File: src/rtl/input_module.sv
// Operator-input block: debounces the enter button, collects three BCD digits
// plus sign, and hands the two's-complement result to the core over req/valid.
module input_module #(
    parameter int DATA_WIDTH      = 32,
    parameter int DEBOUNCE_CYCLES = 16
) (
    input  logic                  clock,
    input  logic                  reset,
    input  logic [3:0]            switches,
    input  logic                  sign,
    input  logic                  enter,
    input  logic                  req,
    output logic [DATA_WIDTH-1:0] data,
    output logic                  valid,
    output logic [1:0]            digit_sel,
    output logic [3:0]            centena,
    output logic [3:0]            dezena,
    output logic [3:0]            unidade,
    output logic                  error
);

    // Handshake: the core holds req high until it sees valid; valid then stays
    // high until req is sampled low, and req may only rise again once valid=0.

    localparam int CW = (DEBOUNCE_CYCLES > 2) ? $clog2(DEBOUNCE_CYCLES) : 1;
    localparam logic [CW-1:0] CNT_MAX = CW'(DEBOUNCE_CYCLES - 1);

    typedef enum logic [2:0] {
        IDLE = 3'd0,
        CENT = 3'd1,
        DEZ  = 3'd2,
        UNI  = 3'd3,
        DONE = 3'd4
    } state_t;

    state_t          state;
    logic            sync_a;
    logic            sync_b;
    logic            level;
    logic [CW-1:0]   cnt;
    logic            press;
    logic            digit_ok;
    logic [9:0]      magnitude;
    logic [DATA_WIDTH-1:0] mag_ext;

    assign digit_ok  = (switches <= 4'd9);
    assign magnitude = 10'(centena) * 10'd100 + 10'(dezena) * 10'd10 + 10'(switches);
    assign mag_ext   = {{(DATA_WIDTH-10){1'b0}}, magnitude};

    // press is registered on the same edge the debounced level rises.
    always_ff @(posedge clock or negedge reset) begin
        if (!reset) begin
            sync_a <= 1'b0;
            sync_b <= 1'b0;
            level  <= 1'b0;
            cnt    <= '0;
            press  <= 1'b0;
        end else begin
            sync_a <= enter;
            sync_b <= sync_a;
            press  <= 1'b0;
            if (sync_b == level) begin
                cnt <= '0;
            end else if (cnt == CNT_MAX) begin
                level <= sync_b;
                cnt   <= '0;
                press <= sync_b;
            end else begin
                cnt <= cnt + 1'b1;
            end
        end
    end

    always_ff @(posedge clock or negedge reset) begin
        if (!reset) begin
            state     <= IDLE;
            data      <= '0;
            valid     <= 1'b0;
            digit_sel <= 2'd3;
            centena   <= 4'd0;
            dezena    <= 4'd0;
            unidade   <= 4'd0;
            error     <= 1'b0;
        end else begin
            error <= 1'b0;
            case (state)
                IDLE: begin
                    if (req) begin
                        state     <= CENT;
                        digit_sel <= 2'd0;
                        centena   <= 4'd0;
                        dezena    <= 4'd0;
                        unidade   <= 4'd0;
                    end
                end
                CENT: begin
                    if (!req) begin
                        state     <= IDLE;
                        digit_sel <= 2'd3;
                    end else if (press) begin
                        if (digit_ok) begin
                            centena   <= switches;
                            state     <= DEZ;
                            digit_sel <= 2'd1;
                        end else begin
                            error <= 1'b1;
                        end
                    end
                end
                DEZ: begin
                    if (!req) begin
                        state     <= IDLE;
                        digit_sel <= 2'd3;
                    end else if (press) begin
                        if (digit_ok) begin
                            dezena    <= switches;
                            state     <= UNI;
                            digit_sel <= 2'd2;
                        end else begin
                            error <= 1'b1;
                        end
                    end
                end
                UNI: begin
                    if (!req) begin
                        state     <= IDLE;
                        digit_sel <= 2'd3;
                    end else if (press) begin
                        if (digit_ok) begin
                            unidade   <= switches;
                            data      <= sign ? (-mag_ext) : mag_ext;
                            valid     <= 1'b1;
                            state     <= DONE;
                            digit_sel <= 2'd3;
                        end else begin
                            error <= 1'b1;
                        end
                    end
                end
                DONE: begin
                    if (!req) begin
                        valid <= 1'b0;
                        state <= IDLE;
                    end
                end
                default: begin
                    state     <= IDLE;
                    digit_sel <= 2'd3;
                end
            endcase
        end
    end

endmodule
File: config.mk
export PLATFORM = sky130hd
export DESIGN_NAME = input_module
export DESIGN_NICKNAME = d
export VERILOG_FILES = /design/src/rtl/input_module.sv
export SDC_FILE = /design/constraint.sdc
export NUM_CORES = 1
export LEC_CHECK = 0
export ABC_AREA = 1
export BUFFER_PORTS_ARGS = -buffer_cell sky130_fd_sc_hd__buf_2
export CAP_MARGIN = 20
export CORE_AREA = 4 4 92 94
export CTS_CLUSTER_SIZE = 8
export DETAILED_ROUTE_END_ITERATION = 8
export DIE_AREA = 0 0 96 98
export PLACE_DENSITY_LB_ADDON = 0.1
export SYNTH_ARGS = -nofsm -noshare
export SYNTH_HDL_FRONTEND = slang
export SYNTH_SLANG_ARGS = --single-unit
export TNS_END_PERCENT = 30
File: constraint.sdc
create_clock -name clock -period 5.5 [get_ports clock]
set_input_delay 0.275 -clock clock [delete_from_list [all_inputs] [get_ports clock]]
set_output_delay 0.275 -clock clock [all_outputs]
set_load 0.02 [all_outputs]
Word level (Yosys, flattened, before mapping)
Index checks and enable logic that the tools add are counted.
{ "word_totals": {"reg_bits": 59, "in_bits": 9, "out_inout_bits": 48, "wordCells": 103} }
{ "classes": {"n_addsub": 4, "multipliers": 2, "n_lt_le_gt_ge": 1, "n_eq_ne": 23, "mux": 44, "n_bitwise": 2, "reduce_logical": 14} }
{ "op_table": {"columns": ["op", "n"], "rows": [
  ["3-bit 2-to-1 mux", 11],
  ["32-bit 2-to-1 mux", 1],
  ["10-bit negation with 32-bit output", 1],
  ["4-bit 2-to-1 mux", 6],
  ["4-bit case mux with 2 select lines", 3],
  ["2-bit inequality test, second input constant", 11],
  ["2-bit 2-to-1 mux", 10],
  ["5-bit AND reduction", 4],
  ["3-bit inequality test, second input constant", 6],
  ["8-bit AND reduction", 2],
  ["3-bit case mux with 5 select lines", 1],
  ["10-bit by 4-bit adder with 10-bit output", 1],
  ["10-bit by 8-bit adder with 10-bit output", 1],
  ["1-bit 2-to-1 mux", 10],
  ["2-bit case mux with 5 select lines", 1],
  ["4-bit by 5-bit multiplier with 8-bit output, second input constant", 1],
  ["2-bit nonzero test", 4],
  ["4-bit by 3-bit multiplier with 7-bit output, second input constant", 1],
  ["3-bit by 2-bit == test with 1-bit output, second input constant", 2],
  ["4-bit by 1-bit adder with 4-bit output, second input constant", 1],
  ["4-bit == test, second input constant", 1],
  ["4-bit <= comparator, second input constant", 1],
  ["4-bit AND reduction", 1],
  ["3-bit by 1-bit == test with 1-bit output, second input constant", 1],
  ["7 further kinds", 8]
]} }

Longest topological paths before layout
Gate-level depths: netlist of run 1.
{ "depth": {"ltp_word": 5, "mapped_depth": 17, "ltp_nobuf": 17} }

Worst setup path after synthesis of run 1
Ideal clock, no wire load.
{ "synth_timing": {"kind": "reg2reg", "startpoint": "reg dezena[1]", "endpoint": "reg data[9]", "setup_ns": 0.134, "arrival_ns": 3.275, "required_time_ns": 5.366, "setup_slack_ns": 2.091, "stages_incl_launch_ff": 18, "path_buffers": 0, "synth_period_minus_slack_ns": 3.409, "path_cell_list": "dfrtp_1 ha_1 ha_1 fa_1 ha_1 ha_1 nand2_1 inv_1 nor2_1 nand2_1 nand2_1 nand2_1 inv_1 nand2_1 nor3_1 ha_1 a22oi_4 o31ai_2"} }
{ "synth_via": {"elab_chain_cells": 5} }
{ "synth_lines": {"columns": ["item", "line_no", "rtl"], "rows": [
  ["start: declaration", "17", "output logic [3:0] dezena,"],
  ["start signal: assignment", "116", "dezena <= switches;"],
  ["4-bit by 3-bit multiplier with 7-bit output (*)", "47", "assign magnitude = 10'(centena) * 10'd100 + 10'(dezena) * 10'd10 + 10'(switches);"],
  ["10-bit by 8-bit adder with 10-bit output (*)", "47", null],
  ["10-bit by 4-bit adder with 10-bit output (*)", "47", null],
  ["10-bit negation with 32-bit output", "131", "data <= sign ? (-mag_ext) : mag_ext;"],
  ["32-bit 2-to-1 mux (*)", "131", null],
  ["end signal: assignment", "131", null],
  ["end: declaration", "13", "output logic [DATA_WIDTH-1:0] data,"]
]} }
Every way passes the cells marked *; elsewhere a longest branch is shown, timed or not.
A chain may end at the register's enable or synchronous reset.

Final worst setup path of run 1
Ends and elaborated chain as after synthesis.

==> results_dict.tcl, run 1 <==
set metrics [dict create \
    hpwl_um 5020 \
    finalSetupTns_ps 0 \
    critical_path.slowest_cell "fa_1" \
    grt_max_degree 47 \
    ys_types 36 \
    placed_cells 500 \
    drt_iter0_drc 79 \
    diodes 0 \
    drt-total-wl_um 6400 \
    cts_sinks 46 \
    p_total_w 0.00163 \
    start_util_pct 39.2 \
    rr_worst_depth 17 \
    drv_cap 0 \
    hold_depth 1 \
    cts_tree "done" \
    cts_buffers 5 \
    clk_pin_slew_ps 90 \
    core_area_um2 7650 \
    critPathMaxStageDelay_ps 450 \
    cts_max_level 2 \
    pwr_density_cell_nw_per_um2 478 \
    cts_root_buffer "clkbuf_8" \
    dieArea_um2 9410 \
    ios 57 \
    hp-class "input pin to register" \
    insertion_delay_ps 300 \
    dieHeight_um 98 \
    routed-via-count 2369 \
    crit_type "register to register" \
    outcome "finished clean" \
    p_leak_nw 1.99 \
    synth_top_area_share_pct 36.7 \
    ctsHoldBuffers 0 \
    yosysTopAreaCell "dfrtp_1" \
    grt_usage_pct 14.9 \
    synth_fp_nets 399 \
    drt-vias-per-instance 4.65 \
    fin_cells 510 \
    fin_nets 447 \
    post-route-util_pct 44.6 \
    fin_skew_ps 8.64 \
    dr.pass1.iters 4 \
    crit_path_start_kind "register" \
    wl_per_cell_um 12.5 \
    grt_pass1_vias 2290 \
    remaining_drc_errors 0 \
    max_slew_margin_pct 61.1 \
    cts_setup_buffers 0 \
    syn_area_um2 3000 \
    hold_violations 0 \
    worst_pin_slew_ps 577 \
    worstReg2RegStart "dezena[1]" \
    crit_fanout 6 \
    ys_ff_latch 46 \
    whs_endpoint "sync_a" \
    netlist_instances 359 \
    rsz0062_at_grt "no" \
    timing.rr.end "data[9]" \
    antenna_found_initial 0 \
    ctsLongestPathBuffers 2 \
    fmax_mhz 284 \
    cp_data_arrival_time_ps 3700 \
    gp_congestion 0.852 \
    min_period_over_period_pct 64.0 \
    required_ps 5680 \
    ant_nets 0 \
    drv_slew 0 \
    gr-total-overflow 0 \
    synth_top_cells_by_area "dfrtp_1, nand2_1, ha_1, inv_1, nand3_1" \
    final-setup-viol-count 0 \
    io_buffers 56 \
    ys_seq_area_share_pct 38.5 \
    syn_avg_cell_area_um2 8.35 \
    cts.repair.resized 0 \
    r2r_setup_slack_ps 1980 \
    syn_to_final_growth_pct 13.7 \
    rows 32 \
    drive_gt1_share_pct 22.3 \
    crit_chain "ha_1, ha_1, fa_1, ha_1, ha_1, nand2_1, inv_1, nor2_1, nand2_1, nand2_1, nand2_1, inv_1, nand2_1, nor3_1, ha_1, a22oi_4, o31ai_2" \
    hold_start "enter" \
    crit_path_end_kind "register" \
    grt_first_pass_wirelength_um 11000 \
    yosys_warnings 0 \
    ir_drop_mv 0.220 \
    finalCriticalPeriod_ps 3520 \
    die_w_um 96 \
]
==> worst max path at each step <==
stage | startpoint | end | slack (ps) | depth (start not counted)
floorplan | dezena[1] | data[9] | 2090 | 17
global placement | centena[1] | data[9] | 2050 | 15
detailed placement | dezena[1] | data[9] | 1980 | 17
CTS | dezena[1] | data[9] | 1960 | 14
global route | dezena[1] | data[9] | 1720 | 17
finish | dezena[1] | data[9] | 1980 | 17
==> metal layers <==
metal	track usage [%]	share of wire, %	routed length, µm
met2	23.4	47	3000
met3	2.93	4.5	287
met1	20.9	47	3040
met5	0	0	0
met4	3.94	1.2	75
==> synth_stat cells <==
cell / n
nand2_1: 91
dfrtp_1: 44
inv_1: 44
nand3_1: 31
ha_1: 26
nor2_1: 22
o21ai_0: 18
buf_4: 13
a21oi_1: 10
xor2_1: 6
fa_1: 5
inv_2: 4
nor2_4: 4
o21ai_1: 4
xnor2_1: 4
nand2_2: 3
nand4_1: 3
nor2_2: 3
buf_2: 2
dfstp_2: 2
nand2_4: 2
nor3_1: 2
o21a_1: 2
o31ai_2: 2
a211oi_4: 1
a21boi_0: 1
a22oi_4: 1
buf_6: 1
clkbuf_1: 1
inv_4: 1
nand3_2: 1
nor2_8: 1
nor3_2: 1
o211ai_1: 1
o22ai_1: 1
or2_2: 1
==> cell type report <==
cell class,instances,area [µm²]
fillers,788,4240
multi-input cells,247,1540
flip-flops and latches,46,1150
repair buffers,58,310
inverters,49,186
well taps,102,128
clock buffers,7,86.3
clock inverters,1,8.76
==> cell usage in the layout (no fill, tap or decap), types with 6 or more instances in the layout <==
cell type / Yosys / final
a21oi_1: 10 / 10
buf_2: 2 / 56
clkbuf_8: 0 / 6
dfrtp_1: 44 / 44
ha_1: 26 / 26
inv_1: 44 / 44
nand2_1: 91 / 91
nand3_1: 31 / 31
nor2_1: 22 / 22
o21ai_0: 18 / 18
xor2_1: 6 / 6
==> sequential cells by signal (all words and copies together) (netlist names) <==
signal and flops:
level 1, digit_sel 2, valid 1, sync_a 1, error 1, press 1
data 19, state 3, dezena 4, unidade 4, centena 4, sync_b 1
cnt 4
==> kinds of logic (layout without fill, tap and decap cells) <==
family	count (synthesis)	after routing	share of synthesized area, %
AOI/OAI and AO/OA	41	41	8.76
buffers and inverters	66	115	10.3
DFF	46	46	38.5
and+or+nand+nor	165	165	25.3
xor gates and xnor gates	10	10	2.92
adders and majority gates	31	31	14.2
==> power by group <==
group          switching [W]  internal, W
Sequential         0.0000600     0.000399
Combinational       0.000611     0.000337
Clock               0.000119     0.000104
Total               0.000790     0.000840
==> stage by stage <==
| step | hold WS (ps) | setup WS, ps | area (µm²) |
|---|---|---|---|
| 2_1_floorplan | -20.6 | 2090 | 3000 |
| 3_3_place_gp | 336 | 2050 | 3280 |
| 3_5_place_dp | 336 | 1980 | 3280 |
| 4_1_cts | 57.9 | 1960 | 3380 |
| 5_1_grt | 58.9 | 1720 | 3410 |
| 6_report | 74.4 | 1980 | 3410 |
==> critical path: cells and delay by family, from the launching register on <==
kind / cells / cell delay [ps]
flops: 1 / 430
simple gates: 7 / 690
buf+inv: 2 / 120
fa+ha+maj: 6 / 1930
compound gates: 2 / 230
Power figures use the tool's default switching activity.
==> run 2: changes to the inputs <==
ABC_AREA = 0   (was 1)
CORE_AREA = 4 4 90 92   (was 4 4 92 94)
DIE_AREA = 0 0 94 96   (was 0 0 96 98)
clock period = 3.4 ns   (was 5.5 ns; I/O delays follow)
==> results_dict.tcl, run 2 <==
set metrics [dict create \
    outcome "finished with violations" \
    violations "setup timing" \
    ios 57 \
    crit_fanout 4 \
    start_util_pct 39.9 \
    worstReg2RegStart "centena[0]" \
    grt_usage_pct 15.8 \
    cts_max_level 2 \
    rsz0062_at_grt "yes" \
    dieArea_um2 9020 \
    largest_register_ffs 19 \
    r2r_setup_slack_ps -380 \
    layout_common_cells "buf_2, dfrtp_1, buf_4, nand2_1, o21ai_0" \
    cts_sinks 46 \
    mostFrequentLayoutCell "buf_2" \
    rr_worst_depth 16 \
    p_leak_nw 1.92 \
    drive_gt1_share_pct 35.4 \
    finalWorstSetupSlack_ps -384 \
    insertion_delay_ps 300 \
    synth_top_area_share_pct 38.2 \
    crit_chain "ha_4, ha_4, inv_2, fa_1, inv_2, ha_4, ha_4, or3b_2, o221ai_2, or3b_4, or4_4, nor2_2, ha_1, nand2_1, o211ai_1, o21a_1" \
    timing.rr.end "data[9]" \
    rows 31 \
    fin_nets 415 \
    grt_pass1_vias 2362 \
    ctsLongestPathBuffers 2 \
    diodes 0 \
    post-route-util_pct 51.7 \
    finalSetupTns_ps -2570 \
    required_ps 3590 \
    io_buffers 56 \
    netlist_instances 290 \
    critical_path.slowest_cell "or4_4" \
    drv_cap 0 \
    hpwl_um 5090 \
    pwr_density_cell_nw_per_um2 278 \
    fin_cells 475 \
    placed_cells 461 \
    fillers 684 \
    antenna_found_initial 0 \
    finalCriticalPeriod_ps 3780 \
    syn_avg_cell_area_um2 9.94 \
    final-setup-viol-count 11 \
    fmax_mhz 264 \
    max_slew_margin_pct 47.1 \
    ys_ff_latch 46 \
    syn_area_um2 2880 \
    cts_buffers 5 \
    crit_path_start_kind "register" \
    drv_slew 0 \
    p_total_w 0.00104 \
    cts_tree "done" \
    crit_path_end_kind "register" \
    worst_pin_slew_ps 793 \
    crit_path_start "centena[0]" \
    wl_per_cell_um 14.1 \
    regMostFlops "data" \
    drt-vias-per-instance 4.91 \
    synth-edff-count 0 \
    clk_pin_slew_ps 90 \
    yosys-top-cells-count "dfrtp_1, nand2_1, ha_1, o21ai_0, inv_1" \
    cp_data_arrival_time_ps 3970 \
    drt_iter0_drc 32 \
    core_area_um2 7210 \
    yosysTopAreaCell "dfrtp_1" \
    grt_max_degree 36 \
    yosys_warnings 0 \
    synth_fp_nets 330 \
    fin_skew_ps 8.29 \
    synth.most_common_cell "dfrtp_1" \
    drt-total-wl_um 6680 \
    cts_root_buffer "clkbuf_8" \
    path_buf_inv 2 \
    remaining_drc_errors 0 \
    die_w_um 94 \
    ant_nets 0 \
    min_period_over_period_pct 111 \
    synthArstFlopShare_pct 100 \
    synth_top_cells_by_area "dfrtp_1, ha_1, a22o_1, o21ai_0, nand2_1" \
    ys_seq_area_share_pct 40.0 \
    synth_ff_type "dfrtp_1" \
    ir_drop_mv 0.226 \
    gp_congestion 0.774 \
    crit_top_cell "ha_4" \
    ys_types 50 \
    syn_to_final_growth_pct 29.4 \
    dieHeight_um 96 \
    grt_first_pass_wirelength_um 11300 \
    critPathMaxStageDelay_ps 510 \
    hp-class "input pin to register" \
    dr.pass1.iters 4 \
    cp-endpoint "data[9]" \
    hold_violations 0 \
    crit_cells 16 \
    gr-total-overflow 0 \
    hold_depth 2 \
    crit_type "register to register" \
    critPathTopFamily "adder cells" \
    routed-via-count 2332 \
]
-- run 2: cell count changes after synthesis, moves of 5 or more --
cell and change:
xnor2_1 +6, inv_1 -25, nand2_1 -63, a21o_1 +5, a22o_1 +15, o21ai_0 +7, nand2b_1 +5, nor2b_1 +5
nand3_1 -26, nor2_1 -8
-- run 2: worst register-to-register path: cells and delay by family (launching register included) --
kind / cells / cell delay, ps
AO/OA/AOI/OAI: 3 / 270
adder cells (fa/ha/maj): 6 / 1570
buffers and inverters: 2 / 80
flip-flops: 1 / 450
AND/OR/NAND/NOR: 5 / 1270
-- run 2: cells by family (layout without fill, tap and decap cells) --
group           count (synthesis)  in the layout  synth area share, %
xor+xnor                       18             18                 5.47
mux                             2              2                0.738
simple gates                   79             79                 14.2
fa+ha+maj                      31             31                 14.8
flops                          46             46                 40.0
buf+inv                        38            124                 6.64
compound gates                 76             76                 18.2
-- run 2: worst min-delay path by stage --
stage               startpoint          to
floorplan                reset  centena[0]
CTS                        req    state[2]
global route               req    state[2]
global placement         enter      sync_a
finish                     req    state[2]
detailed placement       enter      sync_a
-- run 2: area by class of cell --
cell class | count | area, µm² | area share [%]
Clock buffer | 7 | 76.3 | 2.05
Multi-Input combinational cell | 206 | 1680 | 44.9
Sequential cell | 46 | 1160 | 31.1
Timing Repair Buffer | 97 | 593 | 15.9
Tap cell | 99 | 124 | 3.32
Clock inverter | 1 | 30.0 | 0.805
Inverter | 19 | 71.3 | 1.91
-- run 2: repair_timing --
action | CTS | global route
setup endpoints to repair | 11 | 11
resized for setup | 6 | 4
buffers inserted | 4 | 0
pin swaps | 9 | 9
hold buffers | 2 | 0
hold endpoints to repair | 35 | 0
-- run 2: layer usage --
metal | GRT usage, % | share of wire (%)
met1 | 20.8 | 46
met2 | 26.7 | 49
met3 | 2.89 | 3.9
met4 | 4.33 | 0.96
met5 | 0 | 0
-- run 2: per-stage QoR --
step	hold slack [ps]	setup WS [ps]	area [µm²]
6_report	120	-384	3730
5_1_grt	121	-522	3730
4_1_cts	109	-412	3700
3_5_place_dp	280	-457	3520
3_3_place_gp	279	-413	3520
2_1_floorplan	-126	-437	2970
-- run 2: report_power, final --
group          internal, W  switching, W   total, W  leakage, nW
clock network     0.000220      0.000181   0.000401       0.0524
logic            0.0000294     0.0000450  0.0000744         1.24
registers         0.000556    0.00000739   0.000563        0.620
==> run 3: changes to the inputs <==
CORE_AREA = 4 4 77 79   (was 4 4 90 92)
DIE_AREA = 0 0 81 83   (was 0 0 94 96)
==> results_dict.tcl, run 3 (synthesized netlist as in run 2, its figures left out) <==
set metrics [dict create \
    cp-endpoint "data[9]" \
    dieHeight_um 83 \
    wl_per_cell_um 13.9 \
    max_slew_margin_pct 61.9 \
    outcome "finished with violations" \
    post-route-util_pct 68.4 \
    finalWorstSetupSlack_ps -429 \
    regMostFlops "data" \
    worst_pin_slew_ps 567 \
    grt_usage_pct 19.2 \
    crit_path_start "centena[0]" \
    cts_buffers 5 \
    insertion_delay_ps 300 \
    cp_data_arrival_time_ps 4020 \
    fin_nets 411 \
    finalCriticalPeriod_ps 3830 \
    mostFrequentLayoutCell "buf_2" \
    postPlaceCellArea_um2 3480 \
    cts_sinks 46 \
    grt_max_degree 47 \
    pre_cts_ws_ps -436 \
    clk_pin_slew_ps 90 \
    ctsLongestPathBuffers 2 \
    layout_common_cells "buf_2, dfrtp_1, buf_4, nand2_1, o21ai_0" \
    fin_skew_ps 8.40 \
    dieArea_um2 6720 \
    hold_violations 0 \
    fillers 449 \
    hpwl_um 4840 \
    grt_pass1_vias 2222 \
    crit_path_start_kind "register" \
    grt_first_pass_wirelength_um 10200 \
    ff_latch_area_um2 1160 \
    gr-total-overflow 0 \
    io_buffers 56 \
    drv_slew 0 \
    fmax_mhz 261 \
    rows 27 \
    crit_type "register to register" \
    crit_path_end_kind "register" \
    rr_worst_depth 16 \
    syn_to_final_growth_pct 26.7 \
    gp_congestion 0.797 \
    p_leak_nw 1.90 \
    drt_iter0_drc 88 \
    pwr_density_cell_nw_per_um2 285 \
    core_area_um2 5340 \
    rsz0062_at_grt "yes" \
    finalSetupTns_ps -1520 \
    r2r_setup_slack_ps -430 \
    cts_root_buffer "clkbuf_8" \
    cts_max_level 2 \
    worstReg2RegStart "centena[0]" \
    timing.rr.end "data[9]" \
    cts_setup_buffers 0 \
    required_ps 3600 \
    remaining_drc_errors 0 \
    cts_tree "done" \
    dr.pass1.iters 4 \
    start_util_pct 54.0 \
    drive_gt1_share_pct 33.9 \
    multi_input_area_um2 1650 \
    drv_cap 0 \
    ios 57 \
    design_area_um2 3650 \
    ir_drop_mv 0.304 \
    antenna_found_initial 0 \
    largest_register_ffs 19 \
    ant_nets 0 \
    drt-total-wl_um 6180 \
    violations "setup timing" \
    die_w_um 81 \
    min_period_over_period_pct 113 \
    final-setup-viol-count 11 \
    diodes 0 \
    hold_ws_ps 112 \
    routed-via-count 2410 \
    hp-class "input pin to register" \
    drt-vias-per-instance 5.43 \
    crit_fanout 5 \
]
run 3: worst min-delay path by stage:
stage | start | end | slack, ps | cells past startpoint
6_report | req | state[2] | 110 | 2
5_1_grt | req | state[2] | 110 | 2
4_1_cts | reset | centena[2] | 70 | 1
3_5_place_dp | enter | sync_a | 280 | 1
3_3_place_gp | enter | sync_a | 280 | 1
2_1_floorplan | reset | centena[0] | -130 | 0
run 3: timing repair:
action	in CTS	in global routing
setup endpoints to repair	11	11
pin swaps	8	5
endpoints found under the hold margin	1	44
gates resized for setup	5	0
hold buffers	1	1
run 3: power by group:
part	switching, W	internal (W)
Clock	0.000184	0.000219
Combinational	0.0000444	0.0000306
Sequential	0.00000772	0.000556
run 3: layer usage:
metal  GRT usage (%)  vias up  part of all wire, %
li1                -     1169                    -
met1            26.0     1154                   43
met2            31.4       80                   49
met3            3.25        7                  6.4
met4            5.22        0                  1.2
met5               0        -                    0
run 3: area by class of cell:
| type | instances | area share, % |
|---|---|---|
| clock buffer | 6 | 1.99 |
| clock inverter | 2 | 1.03 |
| inverter | 19 | 1.95 |
| multi-input combinational | 206 | 45.1 |
| sequential | 46 | 31.7 |
| tap | 72 | 2.47 |
| timing repair buffer | 93 | 15.8 |
run 3: critical path, cell delays in order, from the launching register on:
cell and delay (ps):
dfrtp_2 450, ha_4 290, ha_4 130, inv_1 40
fa_1 490, inv_2 50, ha_4 260, ha_4 210
or3b_2 190, o221ai_2 70, or3b_4 380, or4_1 500
nor2_1 120, ha_1 230, nand2_1 70, o211ai_1 100
o21a_1 140
run 3: metrics by stage:
| step | instances | total power, W |
|---|---|---|
| 2_1_floorplan | 290 | 0.000612 |
| 3_3_place_gp | 433 | 0.000644 |
| 3_5_place_dp | 433 | 0.000645 |
| 4_1_cts | 442 | 0.00105 |
| 5_1_grt | 444 | 0.00109 |
| 6_report | 444 | 0.00104 |
